===== src/rtl/regread_issue_if.sv =====
// Bundle of the decode/issue stage's upstream, regfile, writeback and execute signals.
// master = surrounding pipeline/regfile side, slave = the issue stage itself.
interface regread_issue_if #(
  parameter int DW = 16,
  parameter int AW = 3
);
  logic          in_valid;
  logic          in_ready;
  logic [15:0]   in_instr;
  logic [DW-1:0] in_pc;
  logic [AW-1:0] ReadA;
  logic [AW-1:0] ReadB;
  logic [DW-1:0] OutA;
  logic [DW-1:0] OutB;
  logic          wb_valid;
  logic [AW-1:0] wb_dest;
  logic [DW-1:0] wb_data;
  logic          ex_valid;
  logic          ex_ready;
  logic [3:0]    ex_op;
  logic [AW-1:0] ex_dest;
  logic          ex_wr;
  logic [DW-1:0] ex_a;
  logic [DW-1:0] ex_b;
  logic [DW-1:0] ex_imm;
  logic [DW-1:0] ex_pc;
  logic          ex_ill;

  modport master (
    output in_valid, in_instr, in_pc, OutA, OutB, wb_valid, wb_dest, wb_data, ex_ready,
    input  in_ready, ReadA, ReadB, ex_valid, ex_op, ex_dest, ex_wr, ex_a, ex_b,
           ex_imm, ex_pc, ex_ill
  );

  modport slave (
    input  in_valid, in_instr, in_pc, OutA, OutB, wb_valid, wb_dest, wb_data, ex_ready,
    output in_ready, ReadA, ReadB, ex_valid, ex_op, ex_dest, ex_wr, ex_a, ex_b,
           ex_imm, ex_pc, ex_ill
  );
endinterface


===== src/rtl/regread_issue.sv =====
// Decode/issue stage: drives regfile read addresses, tracks pending writes in a
// scoreboard, stalls on RAW/WAW hazards and bypasses same-cycle writeback data.
module regread_issue #(
  parameter int DW = 16,
  parameter int AW = 3
) (
  input  logic           clk,
  input  logic           rst,
  regread_issue_if.slave bus
);
  localparam int NREG = 1 << AW;

  localparam logic [3:0] OP_ADD  = 4'b0000;
  localparam logic [3:0] OP_ADDI = 4'b0001;
  localparam logic [3:0] OP_NAND = 4'b0010;
  localparam logic [3:0] OP_LHI  = 4'b0011;
  localparam logic [3:0] OP_LW   = 4'b0100;
  localparam logic [3:0] OP_SW   = 4'b0101;
  localparam logic [3:0] OP_BEQ  = 4'b1100;
  localparam logic [3:0] OP_NOP  = 4'b1111;

  logic [3:0]    op;
  logic [AW-1:0] rd, rs1, rs2, src_b;
  logic          use_a, use_b, dec_wr, dec_ill;
  logic [DW-1:0] dec_imm;

  logic [NREG-1:0] busy_q, busy_d;
  logic            ex_valid_q, ex_valid_d;
  logic [3:0]      ex_op_q, ex_op_d;
  logic [AW-1:0]   ex_dest_q, ex_dest_d;
  logic            ex_wr_q, ex_wr_d;
  logic [DW-1:0]   ex_a_q, ex_a_d;
  logic [DW-1:0]   ex_b_q, ex_b_d;
  logic [DW-1:0]   ex_imm_q, ex_imm_d;
  logic [DW-1:0]   ex_pc_q, ex_pc_d;
  logic            ex_ill_q, ex_ill_d;

  logic haz_a, haz_b, haz_w, hazard, slot_free, issue;

  assign op    = bus.in_instr[15:12];
  assign rd    = bus.in_instr[11:9];
  assign rs1   = bus.in_instr[8:6];
  assign rs2   = bus.in_instr[5:3];
  assign src_b = (op == OP_SW || op == OP_BEQ) ? rd : rs2;

  always_comb begin
    use_a   = 1'b0;
    use_b   = 1'b0;
    dec_wr  = 1'b0;
    dec_ill = 1'b0;
    dec_imm = '0;
    case (op)
      OP_ADD, OP_NAND: begin
        use_a  = 1'b1;
        use_b  = 1'b1;
        dec_wr = 1'b1;
      end
      OP_ADDI, OP_LW: begin
        use_a   = 1'b1;
        dec_wr  = 1'b1;
        dec_imm = {{(DW-6){bus.in_instr[5]}}, bus.in_instr[5:0]};
      end
      OP_LHI: begin
        dec_wr  = 1'b1;
        dec_imm = {bus.in_instr[8:0], 7'b0};
      end
      OP_SW, OP_BEQ: begin
        use_a   = 1'b1;
        use_b   = 1'b1;
        dec_imm = {{(DW-6){bus.in_instr[5]}}, bus.in_instr[5:0]};
      end
      OP_NOP: ;
      default: dec_ill = 1'b1;
    endcase
  end

  // A writeback landing this cycle already resolves the hazard on its register.
  assign haz_a  = use_a  && busy_q[rs1] && !(bus.wb_valid && bus.wb_dest == rs1);
  assign haz_b  = use_b  && busy_q[src_b] && !(bus.wb_valid && bus.wb_dest == src_b);
  assign haz_w  = dec_wr && busy_q[rd]  && !(bus.wb_valid && bus.wb_dest == rd);
  assign hazard = haz_a || haz_b || haz_w;

  assign slot_free    = !ex_valid_q || bus.ex_ready;
  assign issue        = bus.in_valid && !hazard && slot_free;
  assign bus.in_ready = !hazard && slot_free;
  assign bus.ReadA    = rs1;
  assign bus.ReadB    = src_b;

  // Per-register scoreboard bit; setting on issue overrides a coincident clear.
  generate
    for (genvar gi = 0; gi < NREG; gi++) begin : g_busy
      always_comb begin
        busy_d[gi] = busy_q[gi];
        if (bus.wb_valid && bus.wb_dest == AW'(gi))
          busy_d[gi] = 1'b0;
        if (issue && dec_wr && rd == AW'(gi))
          busy_d[gi] = 1'b1;
      end
    end
  endgenerate

  always_comb begin
    ex_valid_d = ex_valid_q;
    ex_op_d    = ex_op_q;
    ex_dest_d  = ex_dest_q;
    ex_wr_d    = ex_wr_q;
    ex_a_d     = ex_a_q;
    ex_b_d     = ex_b_q;
    ex_imm_d   = ex_imm_q;
    ex_pc_d    = ex_pc_q;
    ex_ill_d   = ex_ill_q;
    if (issue) begin
      ex_valid_d = 1'b1;
      ex_op_d    = op;
      ex_dest_d  = rd;
      ex_wr_d    = dec_wr;
      ex_imm_d   = dec_imm;
      ex_pc_d    = bus.in_pc;
      ex_ill_d   = dec_ill;
      ex_a_d     = !use_a ? '0 : (bus.wb_valid && bus.wb_dest == rs1)   ? bus.wb_data : bus.OutA;
      ex_b_d     = !use_b ? '0 : (bus.wb_valid && bus.wb_dest == src_b) ? bus.wb_data : bus.OutB;
    end else if (bus.ex_ready) begin
      ex_valid_d = 1'b0;
    end
  end

  always_ff @(posedge clk) begin
    if (rst) begin
      busy_q     <= '0;
      ex_valid_q <= 1'b0;
      ex_op_q    <= '0;
      ex_dest_q  <= '0;
      ex_wr_q    <= 1'b0;
      ex_a_q     <= '0;
      ex_b_q     <= '0;
      ex_imm_q   <= '0;
      ex_pc_q    <= '0;
      ex_ill_q   <= 1'b0;
    end else begin
      busy_q     <= busy_d;
      ex_valid_q <= ex_valid_d;
      ex_op_q    <= ex_op_d;
      ex_dest_q  <= ex_dest_d;
      ex_wr_q    <= ex_wr_d;
      ex_a_q     <= ex_a_d;
      ex_b_q     <= ex_b_d;
      ex_imm_q   <= ex_imm_d;
      ex_pc_q    <= ex_pc_d;
      ex_ill_q   <= ex_ill_d;
    end
  end

  assign bus.ex_valid = ex_valid_q;
  assign bus.ex_op    = ex_op_q;
  assign bus.ex_dest  = ex_dest_q;
  assign bus.ex_wr    = ex_wr_q;
  assign bus.ex_a     = ex_a_q;
  assign bus.ex_b     = ex_b_q;
  assign bus.ex_imm   = ex_imm_q;
  assign bus.ex_pc    = ex_pc_q;
  assign bus.ex_ill   = ex_ill_q;
endmodule


===== src/flat_wrapper.sv =====
// flat-port wrapper written by rule: the top's interface ports become plain ports
module regread_issue_flat 
#(
  parameter int DW = 16,
  parameter int AW = 3
)
  (clk, rst, bus_in_valid, bus_in_instr, bus_in_pc, bus_OutA, bus_OutB, bus_wb_valid, bus_wb_dest, bus_wb_data, bus_ex_ready, bus_in_ready, bus_ReadA, bus_ReadB, bus_ex_valid, bus_ex_op, bus_ex_dest, bus_ex_wr, bus_ex_a, bus_ex_b, bus_ex_imm, bus_ex_pc, bus_ex_ill);
  regread_issue_if #(.DW(DW), .AW(AW)) bus_i ();
  input  logic clk;
  input  logic rst;
  input wire logic [$bits(bus_i.in_valid)-1:0] bus_in_valid;
  input wire logic [$bits(bus_i.in_instr)-1:0] bus_in_instr;
  input wire logic [$bits(bus_i.in_pc)-1:0] bus_in_pc;
  input wire logic [$bits(bus_i.OutA)-1:0] bus_OutA;
  input wire logic [$bits(bus_i.OutB)-1:0] bus_OutB;
  input wire logic [$bits(bus_i.wb_valid)-1:0] bus_wb_valid;
  input wire logic [$bits(bus_i.wb_dest)-1:0] bus_wb_dest;
  input wire logic [$bits(bus_i.wb_data)-1:0] bus_wb_data;
  input wire logic [$bits(bus_i.ex_ready)-1:0] bus_ex_ready;
  output wire logic [$bits(bus_i.in_ready)-1:0] bus_in_ready;
  output wire logic [$bits(bus_i.ReadA)-1:0] bus_ReadA;
  output wire logic [$bits(bus_i.ReadB)-1:0] bus_ReadB;
  output wire logic [$bits(bus_i.ex_valid)-1:0] bus_ex_valid;
  output wire logic [$bits(bus_i.ex_op)-1:0] bus_ex_op;
  output wire logic [$bits(bus_i.ex_dest)-1:0] bus_ex_dest;
  output wire logic [$bits(bus_i.ex_wr)-1:0] bus_ex_wr;
  output wire logic [$bits(bus_i.ex_a)-1:0] bus_ex_a;
  output wire logic [$bits(bus_i.ex_b)-1:0] bus_ex_b;
  output wire logic [$bits(bus_i.ex_imm)-1:0] bus_ex_imm;
  output wire logic [$bits(bus_i.ex_pc)-1:0] bus_ex_pc;
  output wire logic [$bits(bus_i.ex_ill)-1:0] bus_ex_ill;
  assign bus_i.in_valid = bus_in_valid;
  assign bus_i.in_instr = bus_in_instr;
  assign bus_i.in_pc = bus_in_pc;
  assign bus_i.OutA = bus_OutA;
  assign bus_i.OutB = bus_OutB;
  assign bus_i.wb_valid = bus_wb_valid;
  assign bus_i.wb_dest = bus_wb_dest;
  assign bus_i.wb_data = bus_wb_data;
  assign bus_i.ex_ready = bus_ex_ready;
  assign bus_in_ready = bus_i.in_ready;
  assign bus_ReadA = bus_i.ReadA;
  assign bus_ReadB = bus_i.ReadB;
  assign bus_ex_valid = bus_i.ex_valid;
  assign bus_ex_op = bus_i.ex_op;
  assign bus_ex_dest = bus_i.ex_dest;
  assign bus_ex_wr = bus_i.ex_wr;
  assign bus_ex_a = bus_i.ex_a;
  assign bus_ex_b = bus_i.ex_b;
  assign bus_ex_imm = bus_i.ex_imm;
  assign bus_ex_pc = bus_i.ex_pc;
  assign bus_ex_ill = bus_i.ex_ill;
  regread_issue #(.DW(DW), .AW(AW)) u_core (.clk(clk), .rst(rst), .bus(bus_i));
endmodule

===== config.mk =====
export PLATFORM = sky130hd
export DESIGN_NAME = regread_issue_flat
export DESIGN_NICKNAME = d
export VERILOG_FILES = /design/src/rtl/regread_issue_if.sv /design/src/rtl/regread_issue.sv /design/src/flat_wrapper.sv
export SDC_FILE = /design/constraint.sdc
export NUM_CORES = 1
export LEC_CHECK = 0
export CORE_UTILIZATION = 60
export CTS_BUF_LIST = sky130_fd_sc_hd__clkbuf_4
export DETAILED_ROUTE_END_ITERATION = 16
export DONT_BUFFER_PORTS = 1
export PLACE_DENSITY = 0.82
export SLEW_MARGIN = 5
export SYNTH_ARGS = -nofsm -noshare
export SYNTH_HDL_FRONTEND = slang
export SYNTH_SLANG_ARGS = --single-unit
export TNS_END_PERCENT = 5

===== constraint.sdc =====
create_clock -name clk -period 2.55 [get_ports clk]
set_input_delay 0.51 -clock clk [delete_from_list [all_inputs] [get_ports clk]]
set_output_delay 0.51 -clock clk [all_outputs]
set_load 0.02 [all_outputs]

# Word-level counts from Yosys, hierarchy flattened
# Cells that the tools add are included.
dict set report op_classes {
  magnitude_cmp 3
  eq_ne 24
  muxes 34
  reduce_logical 55
}
# operator count
set op_table {}
lappend op_table {{$mux 16} 4}
lappend op_table {{$pmux 16 s2} 1}
lappend op_table {{$logic_and 1x1->1} 29}
lappend op_table {{$mux 1} 25}
lappend op_table {{$eq 3x3->1 const B} 8}
lappend op_table {{$reduce_bool 2->1} 9}
lappend op_table {{$eq 3x2->1 const B} 4}
lappend op_table {{$lt 3x4->1 const B} 3}
lappend op_table {{$bmux 1 s3} 3}
lappend op_table {{$eq 3x3->1} 3}
lappend op_table {{$eq 4x2->1 const B} 2}
lappend op_table {{$eq 4x3->1 const B} 2}
lappend op_table {{$eq 4x4->1 const B} 2}
lappend op_table {{$reduce_or 4->1} 2}
lappend op_table {{$reduce_or 8->1} 1}
lappend op_table {{$eq 3x1->1 const B} 2}
lappend op_table {{$logic_not 3->1} 2}
lappend op_table {{$reduce_or 6->1} 1}
lappend op_table {{$logic_not 1->1} 5}
lappend op_table {{$reduce_or 5->1} 1}
lappend op_table {{$eq 4x1->1 const B} 1}
lappend op_table {{$logic_not 4->1} 1}
lappend op_table {{$logic_or 1x1->1} 4}
lappend op_table {{$mux 3} 1}
dict set report word_totals {
  ff_bits 82
  in_bits 88
  word_cells 133
}

# Longest topological paths before layout
dict set report logic_depth {
  word_depth 15
  depth_mapped 12
  depth_no_buf 7
}

# Least setup slack after synthesis
# OpenSTA, ideal clock, no wires.
dict set report synth_path {
  path_type {input port to output port}
  startpoint {input port bus_in_instr[13]}
  endpoint {output port bus_in_ready}
  t_arrival_ns 2.351
  required_time_ns 2.040
  path_slack_ns -0.311
  stages 9
  path_cell_list {and2b_1 > nand2_2 > mux2_4 > a221oi_2 > buf_6 > a2111o_1 > buf_6 > buf_2 > and2_1}
}
dict set report synth_via {
  elab_chain_len 11
}
# element line
set synth_rtl {}
lappend synth_rtl {{from (decl)} flat_wrapper.sv:12} ;# input wire logic [$bits(bus_i.in_instr)-1:0] bus_in_instr;
lappend synth_rtl {{$eq 4x3->1 / $eq 4x4->1 (equally long branches)} regread_issue.sv:44} ;# assign src_b = (op == OP_SW || op == OP_BEQ) ? rd : rs2;
lappend synth_rtl {{$logic_or 1x1->1 (*)} regread_issue.sv:44}
lappend synth_rtl {{$mux 3 (*)} regread_issue.sv:44}
lappend synth_rtl {{net bus_ReadB[1]} flat_wrapper.sv:22} ;# output wire logic [$bits(bus_i.ReadB)-1:0] bus_ReadB;
lappend synth_rtl {{$bmux 1 s3 / $eq 3x3->1 (equally long branches)} regread_issue.sv:79} ;# assign haz_b = use_b && busy_q[src_b] && !(bus.wb_valid && bus.wb_dest == src_b);
lappend synth_rtl {{$mux 1 (not written as such) / $logic_and 1x1->1 (equally long branches)} regread_issue.sv:79}
lappend synth_rtl {{$logic_and 1x1->1 / $logic_not 1->1 (equally long branches)} regread_issue.sv:79}
lappend synth_rtl {{$logic_and 1x1->1 (*)} regread_issue.sv:79}
lappend synth_rtl {{$logic_or 1x1->1 (*) (2 in a row)} regread_issue.sv:81} ;# assign hazard = haz_a || haz_b || haz_w;
lappend synth_rtl {{$logic_not 1->1 (*)} regread_issue.sv:85} ;# assign bus.in_ready = !hazard && slot_free;
lappend synth_rtl {{$logic_and 1x1->1 (*)} regread_issue.sv:85}
lappend synth_rtl {{to (decl)} flat_wrapper.sv:20} ;# output wire logic [$bits(bus_i.in_ready)-1:0] bus_in_ready;
# Mark *: on every way through the listed nets, which the timed path passes. The rest lies on a longest branch. The select of a mux whose other input is x is not followed.

# Worst setup path in the final report
dict set report layout_path {
  startpoint {register u_core.busy_q[7]}
  endpoint {output port bus_in_ready}
}
dict set report layout_via {
  elab_chain_len 8
}
# element line
set layout_rtl {}
lappend layout_rtl {{from (decl)} regread_issue.sv:27} ;# logic [NREG-1:0] busy_q, busy_d;
lappend layout_rtl {{from (signal assigned)} regread_issue.sv:140} ;# busy_q <= busy_d;
lappend layout_rtl {{$bmux 1 s3, on equally long branches} {regread_issue.sv:78, regread_issue.sv:79}}
lappend layout_rtl {{$mux 1, on equally long branches} {regread_issue.sv:78, regread_issue.sv:79}}
lappend layout_rtl {{$logic_and 1x1->1, on equally long branches (2 in a row)} {regread_issue.sv:78, regread_issue.sv:79}}
lappend layout_rtl {{$logic_or 1x1->1} regread_issue.sv:81}
lappend layout_rtl {{$logic_or 1x1->1 (*)} regread_issue.sv:81}
lappend layout_rtl {{$logic_not 1->1 (*)} regread_issue.sv:85}
lappend layout_rtl {{$logic_and 1x1->1 (*)} regread_issue.sv:85}
# Mark *: on every way between the ends. The rest lies on a longest branch, timed or not. The select of a mux whose other input is x is not followed.

==> metrics.md <==
| Metric | Value |
|---|---|
| Design area | `0.004741 mm²` |
| Number of port buffers | `0` |
| Clock power frac | `31.6%` |
| Clk_lat worst skew | `between 0.4 and 0.5 ns` |
| Rel. slew slack | `46.54%` |
| Placed cell area | `0.004513 mm²` |
| H-tree depth | `3` |
| Logic pwr share | `approximately 16%` |
| Max Cap Viol | `0` |
| Tmin final | `between 2 and 3 ns` |
| Setup crit end kind | `primary output` |
| # setup viols final | `1` |
| Bufs on Longest Clock Path | `2` |
| Mean post-synth cell area | `about 9.2 µm²` |
| Worst hold path class | `in2reg` |
| Sequential share of power | `52.4%` |
| Synth Flop Type | `dfxtp_1` |
| Clock transition at the registers of the reported paths | `roughly 0.13 ns` |
| Layout cells sized above 1 | `20.30%` |
| Min setup slack post-route | `-0.02946 ns` |
| Post-place setup slack | `-0.06216 ns` |
| Largest net degree at the start of global routing | `39` |
| DRC Markers | `0` |
| Violated checks | `negative setup slack` |
| Final worst path period share | `101.2%` |
| Startpoint Class | `flop` |
| Sequential share of the synthesized area | `37.15%` |
| Worst Path Arrival | `2.07 ns` |
| CTS tree | `yes` |
| Num CTS Buffers | `9` |
| Most numerous cell in the Yosys netlist | `dfxtp_1` |
| Distinct cells, synth | `58` |
| Slew @ Worst Pin | `roughly 0.80 ns` |
| Leak Pwr | `between 0.0015 and 0.002 µW` |
| Cell Rows | `30` |
| Syn-to-layout area delta | `8.599%` |
| Post-Layout Cell Count | `about 560` |
| Async SR Flop Fraction | `0%` |
| IO Count | `169` |
| Final hold violations | `0` |
| Internal Power | `1930 µW` |
| Vias in the first global route | `3620` |
| Placed cell count | `545` |
| Top cells by area, synth | `dfxtp_1, mux2i_1, a21oi_1` |
| Crit path max fanout | `5` |
| Post-synth top cells | `dfxtp_1, a21oi_1, clkbuf_1, mux2i_1` |
| DRC violation total after the first TritonRoute iteration | `237` |
| Post-route ant nets | `0` |
| Detailed Place HPWL | `9.232 mm` |
| Clock Sinks | `81` |
| Cell area power density | `584.9 mW/mm²` |
| Placer Congestion | `0.9486` |
| DRT Pass-1 Iters | `5` |
| Total number of vias | `approximately 3.9k` |
| Final Util | `68.64%` |
| Via density | `6.995` |
| Synthesized area | `approximately 0.0044 mm²` |
| CTS Root Cell | `clkbuf_4` |
| Die Wd | `87.30 µm` |
| Initial Utilization | `63.21%` |
| Cells after synthesis | `477` |
| RSZ-0062 raised after global routing | `true` |
| Clk_skew | `0.01721 ns` |
| Worst-case vdd ir drop | `416.2 µV` |
| Synth warn | `0` |
| Status | `finished, violations left` |
| Number of flops mapped to enable cells by yosys | `0` |
| CP Data Required Time | `2.04 ns` |
| Synth area leader | `dfxtp_1` |
| Initial antenna violation count | `0` |
| Setup CP Type | `reg2out` |
| Yosys top cell area share | `a little under two fifths` |
| Synth Register Bits | `81` |
| Net Sw Frac | `30.39%` |
| Psw | `approximately 840 µW` |
| CORE AREA | `0.006907 mm²` |
| Inserted Diodes | `0` |
| WL per Instance | `22.62 µm` |
| Vert. Die Dim | `a little under 90 µm` |
| First-pass GRT wire length | `18.96 mm` |
| GR Util All Layers | `between 30 and 40%` |
| F_max | `387.7 MHz` |
| Final wirelength | `roughly 13 mm` |
| Area of the die | `0.007620 mm²` |
| Global route overflow | `0` |
| Slew Limit Fails | `0` |
| Syn Nets | `565` |
| Final net count | `551` |
-- worst max-delay path: stages (launching register included) --
cell and delay (ns):
dfxtp_2 0.37, mux2_1 0.30, a2bb2o_2 0.27, nor3_2 0.04
nor3_2 0.23, a2111o_1 0.20, and2_4 0.21
-- final cells by class --
type	count	area, µm²
sequential	81	1632
multi-input combinational	333	2526
timing repair buffer	31	274.0
inverter	7	26.28
tap	96	120.1
clock inverter	5	80.08
fill	590	2166
clock buffer	11	82.58
-- power by group through the flow --
stage          registers (µW)  clock network (µW)  logic (µW)
2_1_floorplan            1460                   0         366
3_3_place_gp             1480                   0         416
3_5_place_dp             1480                   0         429
4_1_cts                  1450                 876         436
5_1_grt                  1460                 942         477
6_report                 1450                 877         444
-- stage by stage --
stage	power [µW]	setup TNS, ns	hold WS (ns)
2_1_floorplan	1828	-0.1045	0.4769
3_3_place_gp	1896	-0.04166	0.5100
3_5_place_dp	1910	-0.2364	0.5293
4_1_cts	2765	0	0.1024
5_1_grt	2880	-0.06555	0.08052
6_report	2773	-0.02946	0.1094
-- repair_timing --
item / 4_1_cts / 5_1_grt
buffers inserted: 3 / 0
hold buffers: 0 / 0
resized for setup: 9 / 6
setup endpoints to repair: 1 / 4
pin swaps: 3 / 1
-- registers in the layout (all words and copies together) (netlist names) --
name                 cells
u_core.bus.ex_a         16
u_core.bus.ex_b         16
u_core.bus.ex_pc        16
u_core.bus.ex_imm       15
u_core.busy_q            8
u_core.bus.ex_op         4
u_core.bus.ex_dest       3
u_core.bus.ex_ill        1
u_core.bus.ex_valid      1
u_core.bus.ex_wr         1
-- layer usage --
| metal | wire, µm | GRT usage (%) |
|---|---|---|
| met5 | 0 | 0 |
| met4 | 479 | 16.39 |
| met3 | 1406 | 10.52 |
| met2 | 5920 | 50.71 |
| met1 | 4952 | 41.88 |
-- cell families (layout without fill, tap and decap cells) --
logic type,Yosys count,after routing,share of synthesized area (%)
flip-flops,81,81,37.15
AND/OR/NAND/NOR,111,111,13.79
multiplexers,44,44,11.44
buffers and inverters,63,54,6.907
XOR/XNOR,6,6,1.376
AO/OA/AOI/OAI,172,172,29.35
-- path summary, 6_finish.rpt --
kind | start | endpoint | slack [ns] | cells after the start
setup / recovery | u_core.busy_q[7] | bus_in_ready | -0.03 | 6
hold / removal | rst | u_core.bus.ex_pc[12] | 0.11 | 1
setup reg to reg | u_core.busy_q[1] | u_core.bus.ex_b[11] | 0.10 | 9
hold reg to reg | u_core.busy_q[4] | u_core.busy_q[4] | 0.55 | 2
-- layout by cell type, fill, tap and decap left out, drive strengths merged, types with 11 or more instances in the layout --
cell / synthesis / routed
dfxtp: 81 / 81
o21ai: 31 / 31
nor4: 18 / 18
nand3: 28 / 28
buf: 20 / 31
a31o: 24 / 24
a21oi: 44 / 44
nand2: 23 / 23
clkbuf: 36 / 11
mux2i: 36 / 36
o31ai: 18 / 18
o211ai: 18 / 18
Power figures use the tool's default switching activity.
==> edit 1, RTL diff (same settings) <==
Make the reset (`rst`) asynchronous in one clocked block.
--- a/src/rtl/regread_issue.sv
+++ b/src/rtl/regread_issue.sv
@@ -124,7 +124,7 @@
     end
   end
 
-  always_ff @(posedge clk) begin
+  always_ff @(posedge clk or posedge rst) begin
     if (rst) begin
       busy_q     <= '0;
       ex_valid_q <= 1'b0;
Check against the original RTL: differs if rst is asserted again (counterexample within 4 cycles, from zero or initial values and one cycle with rst high); with rst held inactive, the same outputs for 4 cycles.
==> edit 1 against the original RTL <==
  * The flow still finishes with violations (negative setup slack)
  * Wire length decreased by 13%
  * Area after synthesis increased by 6.6%
  * Largest cell class unchanged
  * Cell area increased by 8.9%
  * Critical path type is now input port to output port
  * Critical endpoint unchanged
  * Critical path depth increased by 2
  * Worst setup slack about the same
  * Global-route usage decreased by 5.6 points
  * Sequential cell count unchanged
Power is not compared: it rests on default switching activity, and its combinational part moved more than twofold at a synthesized area within 25%.
==> edit 1: results (changes against the original RTL) <==
| Metric | Value |
|---|---|
| Leading area contributor after synthesis | dfrtp_1 (was dfxtp_1) |
| Status | finished with violations (unchanged) |
| First-pass GRT wire length | 17300 µm (was 19000 µm) |
| Worst R2R End | u_core.bus.ex_pc[3] (was u_core.bus.ex_b[11]) |
| Pre-CTS setup slack | -383 ps (was -62.2 ps) |
| FFs w/ async S/R, synth | 100% (was 0%) |
| Final net count | 489 (was 551) |
| Tot GR Track Use | 27.5% (was 33.1%) |
| Sequential area share after synthesis | 43.6% (was 37.1%) |
| Top cells by count, synth | 81 x dfrtp_1, 62 x mux2_4, 28 x mux2i_1, 28 x nand2_1, 22 x nor2_1 (was 81 x dfxtp_1, 44 x a21oi_1, 36 x clkbuf_1, 36 x mux2i_1) |
| Synthesized Nets | 470 (was 565) |
| Synth top area cells | dfrtp_1 44%, mux2_4 20%, mux2i_1 6.0% (was dfxtp_1 37%, mux2i_1 8.3%, a21oi_1 5.0%) |
| DP HPWL | 7810 µm (was 9230 µm) |
| Hold crit path type | input port to async pin (was input port to flip-flop) |
| First DRT Iteration DRCs | 162 (was 237) |
| Post-Route WL | 11100 µm (was 12800 µm) |
| Finish-stage setup viols | 13 (was 1) |
| Vias in the first global route | 3277 (was 3620) |
| Post-synth cell types | 44 (was 58) |
| Syn Inst Count | 382 (was 477) |
| Crit path largest cell delay | 390 ps (was 370 ps) |
| Largest net degree at the start of global routing | 47 (was 39) |
| Failing checks | negative setup slack (unchanged) |
| Final Skew | 18.5 ps (was 17.2 ps) |
| Worst setup margin | -29.0 ps (was -29.5 ps) |
| Wire per inst | 22.0 µm (was 22.6 µm) |
edit 1: layout make-up:
cell class | instances | area (µm²) | share of cell area, %
timing repair buffer | 40 | 392 | 7.58
multi-input combinational | 257 | 2430 | 47.1
tap | 99 | 124 | 2.40
sequential | 81 | 2030 | 39.3
inverter | 12 | 46.3 | 0.897
clock buffer | 10 | 75.1 | 1.45
clock inverter | 6 | 66.3 | 1.28
edit 1: per-layer routing:
metal	GRT usage (%)	vias up	routed length, µm
li1	-	1386	-
met1	33.5	1581	4360
met2	46.1	140	5670
met3	7.87	32	776
met4	10.6	0	287
met5	0	-	0
edit 1: worst max-delay path by stage:
stage | startpoint | end | slack (ps)
after floorplan | bus_in_instr[13] | u_core.bus.ex_a[0] | -290
after global placement | bus_in_instr[14] | u_core.bus.ex_pc[13] | -310
after detailed placement | bus_in_instr[15] | u_core.bus.ex_imm[7] | -380
after CTS | bus_in_instr[12] | bus_in_ready | 0.02
after global routing | u_core.busy_q[2] | bus_in_ready | -50
final | bus_in_instr[15] | bus_in_ready | -30
edit 1: cell families after synthesis:
kind of cell              synth area share, %
DFF                                      43.6
muxes                                    28.3
and+or+nand+nor                          10.7
xor gates and xnor gates                 1.91
AOI/OAI and AO/OA                        8.26
buffers and inverters                    7.26
edit 1: where the power goes:
part	internal (W)	leakage (nW)	total [W]	switching, W
registers	0.00154	1.04	0.00207	0.000528
logic	0.000590	1.46	0.000962	0.000372
clock network	0.000312	0.0707	0.000773	0.000461
total	0.00245	2.57	0.00381	0.00136
edit 1: metrics by stage:
stage               utilization (%)  hold WS [ps]  area (µm²)  TNS (ps)
detailed placement             65.1           490        4800    -24040
CTS                            68.3          6.98        5040         0
global route                   70.1          27.4        5160      -452
global placement               65.1           475        4800    -19210
floorplan                         -           495        4680    -22810
finish                         70.1          3.94        5160      -173
edit 1: timing repair:
item                       4_1_cts  5_1_grt
setup buffers                    6        8
pin swaps                        7       10
resized for setup               13       14
hold buffers                     0        0
setup endpoints to repair        1       18
==> edit 2, RTL diff (config.mk and constraints unchanged) <==
Made on the original files. `ex_imm_q` no longer has a reset.
--- a/src/rtl/regread_issue.sv
+++ b/src/rtl/regread_issue.sv
@@ -133,7 +133,6 @@
       ex_wr_q    <= 1'b0;
       ex_a_q     <= '0;
       ex_b_q     <= '0;
-      ex_imm_q   <= '0;
       ex_pc_q    <= '0;
       ex_ill_q   <= 1'b0;
     end else begin
@@ -144,10 +143,13 @@
       ex_wr_q    <= ex_wr_d;
       ex_a_q     <= ex_a_d;
       ex_b_q     <= ex_b_d;
-      ex_imm_q   <= ex_imm_d;
       ex_pc_q    <= ex_pc_d;
       ex_ill_q   <= ex_ill_d;
     end
+  end
+
+  always_ff @(posedge clk) begin
+    ex_imm_q <= ex_imm_d;
   end
 
   assign bus.ex_valid = ex_valid_q;
Behaviour: not the same (Yosys sat finds a counterexample within 4 cycles, from zero or initial values and one cycle with rst high).
==> edit 2 against the original RTL <==
  * Power increased by 1.6%
  * Critical path type unchanged
  * Count of clock-buffer cells in the layout unchanged
  * Wire length decreased by 16%
  * Critical endpoint unchanged
  * Worst setup slack improved by 100 ps
  * Sequential cell count unchanged
  * Via count down 7.2%
  * Clock skew rose by 2.5 ps
  * Utilization decreased by 2.3 points
  * Cell area increased by 1.0%
  * Area after synthesis rose by 2.4%
  * Largest power group unchanged
  * Global-route usage fell by 6.3 points
==> edit 2: results (changes against the original RTL) <==
| Metric | Value |
|---|---|
| Status | finished, final reports clean (was finished with violations) |
| Worst-margin pin slew | 593 ps (was 800 ps) |
| DP HPWL | 7730 µm (was 9230 µm) |
| Clk_lat worst skew | 410 ps (was 450 ps) |
| Met3 wire len | 1120 µm (was 1410 µm) |
| Max FO, Critical Path | 4 (was 5) |
| Synthesized Nets | 581 (was 565) |
| Crit path largest cell delay | 460 ps (was 370 ps) |
| FFs w/ async S/R, synth | 0% (unchanged) |
| Pre-antenna DRT Iters | 6 (was 5) |
| Final net count | 571 (was 551) |
| Hold crit path type | input port to flip-flop (unchanged) |
| Complex-gate fraction of the synthesized area | 13.5% (was 29.3%) |
| Layout cell share with drive strength beyond 1 | 14.8% (was 20.3%) |
| Tot GR Track Use | 26.8% (was 33.1%) |
| Number of port buffers | 0 (unchanged) |
| Largest net degree at the start of global routing | 53 (was 39) |
| Proportion of synthesized area in mux cells | 20.8% (was 11.4%) |
| Wire per inst | 18.4 µm (was 22.6 µm) |
| Pre-CTS setup slack | 48.7 ps (was -62.2 ps) |
| Initial antenna violation count | 0 (unchanged) |
| Ant diodes | 0 (unchanged) |
| Yosys Warn Count | 0 (unchanged) |
| Max Transition Viols Final | 0 (unchanged) |
| TritonCTS Buffers | 9 (unchanged) |
| Post-synth cell types | 49 (was 58) |
| Max layer used | met4 (unchanged) |
| Clk root buf | clkbuf_4 (unchanged) |
| Synth top area cells | dfxtp_1 30%, mux2i_1 15%, nand2_1 11% (was dfxtp_1 37%, mux2i_1 8.3%, a21oi_1 5.0%) |
| Crit-path slowest cell | mux4_2 (was dfxtp_2) |
| Max IR drop VDD | 292 µV (was 416 µV) |
| First-pass GRT wire length | 16200 µm (was 19000 µm) |
| Top delay family on crit path | multiplexers (was simple AND/OR/NAND/NOR gates) |
| Arr. time, crit path | 1970 ps (was 2070 ps) |
| Sequential area share after synthesis | 39.7% (was 37.1%) |
| Largest family of logic cells by synthesized area | multiplexers (was compound AO/OA/AOI/OAI gates) |
| Vias per Instance | 6.25 (was 6.99) |
| Vias in the first global route | 3362 (was 3620) |
| Post-synth EDFFs | 15 (was 0) |
| Post-Synth XOR/XNOR Area | 1.76% (was 1.38%) |
| First DRT Iteration DRCs | 273 (was 237) |
| Met2 wire len | 4960 µm (was 5920 µm) |
| Top cells by count, synth | 129 x nand2_1, 66 x dfxtp_1, 66 x mux2i_1 (was 81 x dfxtp_1, 44 x a21oi_1, 36 x clkbuf_1, 36 x mux2i_1) |
| Maximum root-to-sink buffer count | 2 (unchanged) |
| Clk slew on worst S/H paths | 130 ps (about the same) |
| Wire length on met1 | 4410 µm (was 4950 µm) |
| Fill cell count | 587 (was 590) |
| GPL Wtd Cong | 0.980 (was 0.949) |
| Post-Synth Adder-Cell Area | 0% (unchanged) |
| H-Tree Depth | 3 (unchanged) |
| Leak Pwr | 1.89 nW (was 1.71 nW) |
| Final Skew | 19.7 ps (was 17.2 ps) |
edit 2: layout make-up:
| cell class | instances | area (µm²) | share of cell area [%] |
|---|---|---|---|
| multi-input cells | 361 | 2490 | 52.0 |
| flip-flops and latches | 81 | 1780 | 37.1 |
| repair buffers | 22 | 215 | 4.49 |
| well taps | 99 | 124 | 2.59 |
| clock buffers | 11 | 82.6 | 1.72 |
| clock inverters | 4 | 68.8 | 1.44 |
| inverters | 8 | 30.0 | 0.627 |
edit 2: through the flow:
stage	instance area, µm²	instances	setup TNS [ps]	total power (W)	util, %
after floorplan	4490	493	0	0.00192	-
after global placement	4600	569	0	0.00199	63.8
after detailed placement	4600	569	0	0.00200	63.8
after CTS	4750	584	0	0.00283	65.9
after global routing	4790	586	-2.91	0.00294	66.4
final	4790	586	0	0.00282	66.4
edit 2: logic make-up (layout without fill, tap and decap cells):
logic type,count (synthesis),in the layout
DFF,81,81
muxes,88,88
AOI/OAI and AO/OA,75,75
buffers and inverters,51,45
and+or+nand+nor,189,189
xor gates and xnor gates,9,9
edit 2: per-layer routing:
layer	global-route usage, %	up-vias
li1	-	1729
met1	34.8	1704
met2	42.2	206
met3	6.53	21
met4	12.2	0
met5	0	-
edit 2: repair_timing:
item / 4_1_cts / 5_1_grt
buffers inserted: 0 / 2
endpoints found under the setup margin: 0 / 1
gates resized for setup: 0 / 8
edit 2: final timing paths:
kind	startpoint	to	slack (ps)	cells past startpoint
worst max-delay path	u_core.busy_q[7]	bus_in_ready	70	5
worst max register to register	u_core.busy_q[7]	u_core.bus.ex_pc[1]	330	8
worst min-delay path	rst	u_core.bus.ex_valid	160	1
worst min register to register	u_core.busy_q[7]	u_core.busy_q[7]	550	2
edit 2: report_power, final:
group,switching (W),total (W),internal (W)
clock network,0.000423,0.000834,0.000411
logic,0.000262,0.000466,0.000204
registers,0.000134,0.00152,0.00138
edit 2: worst register-to-register path, cell delays in order (launching register included):
cell and delay [ps]:
dfxtp_2 370, mux4_2 460, mux2_2 280, nand3_1 90, o2111a_1 240, o31ai_4 100
inv_2 170, buf_4 240, mux2i_1 200
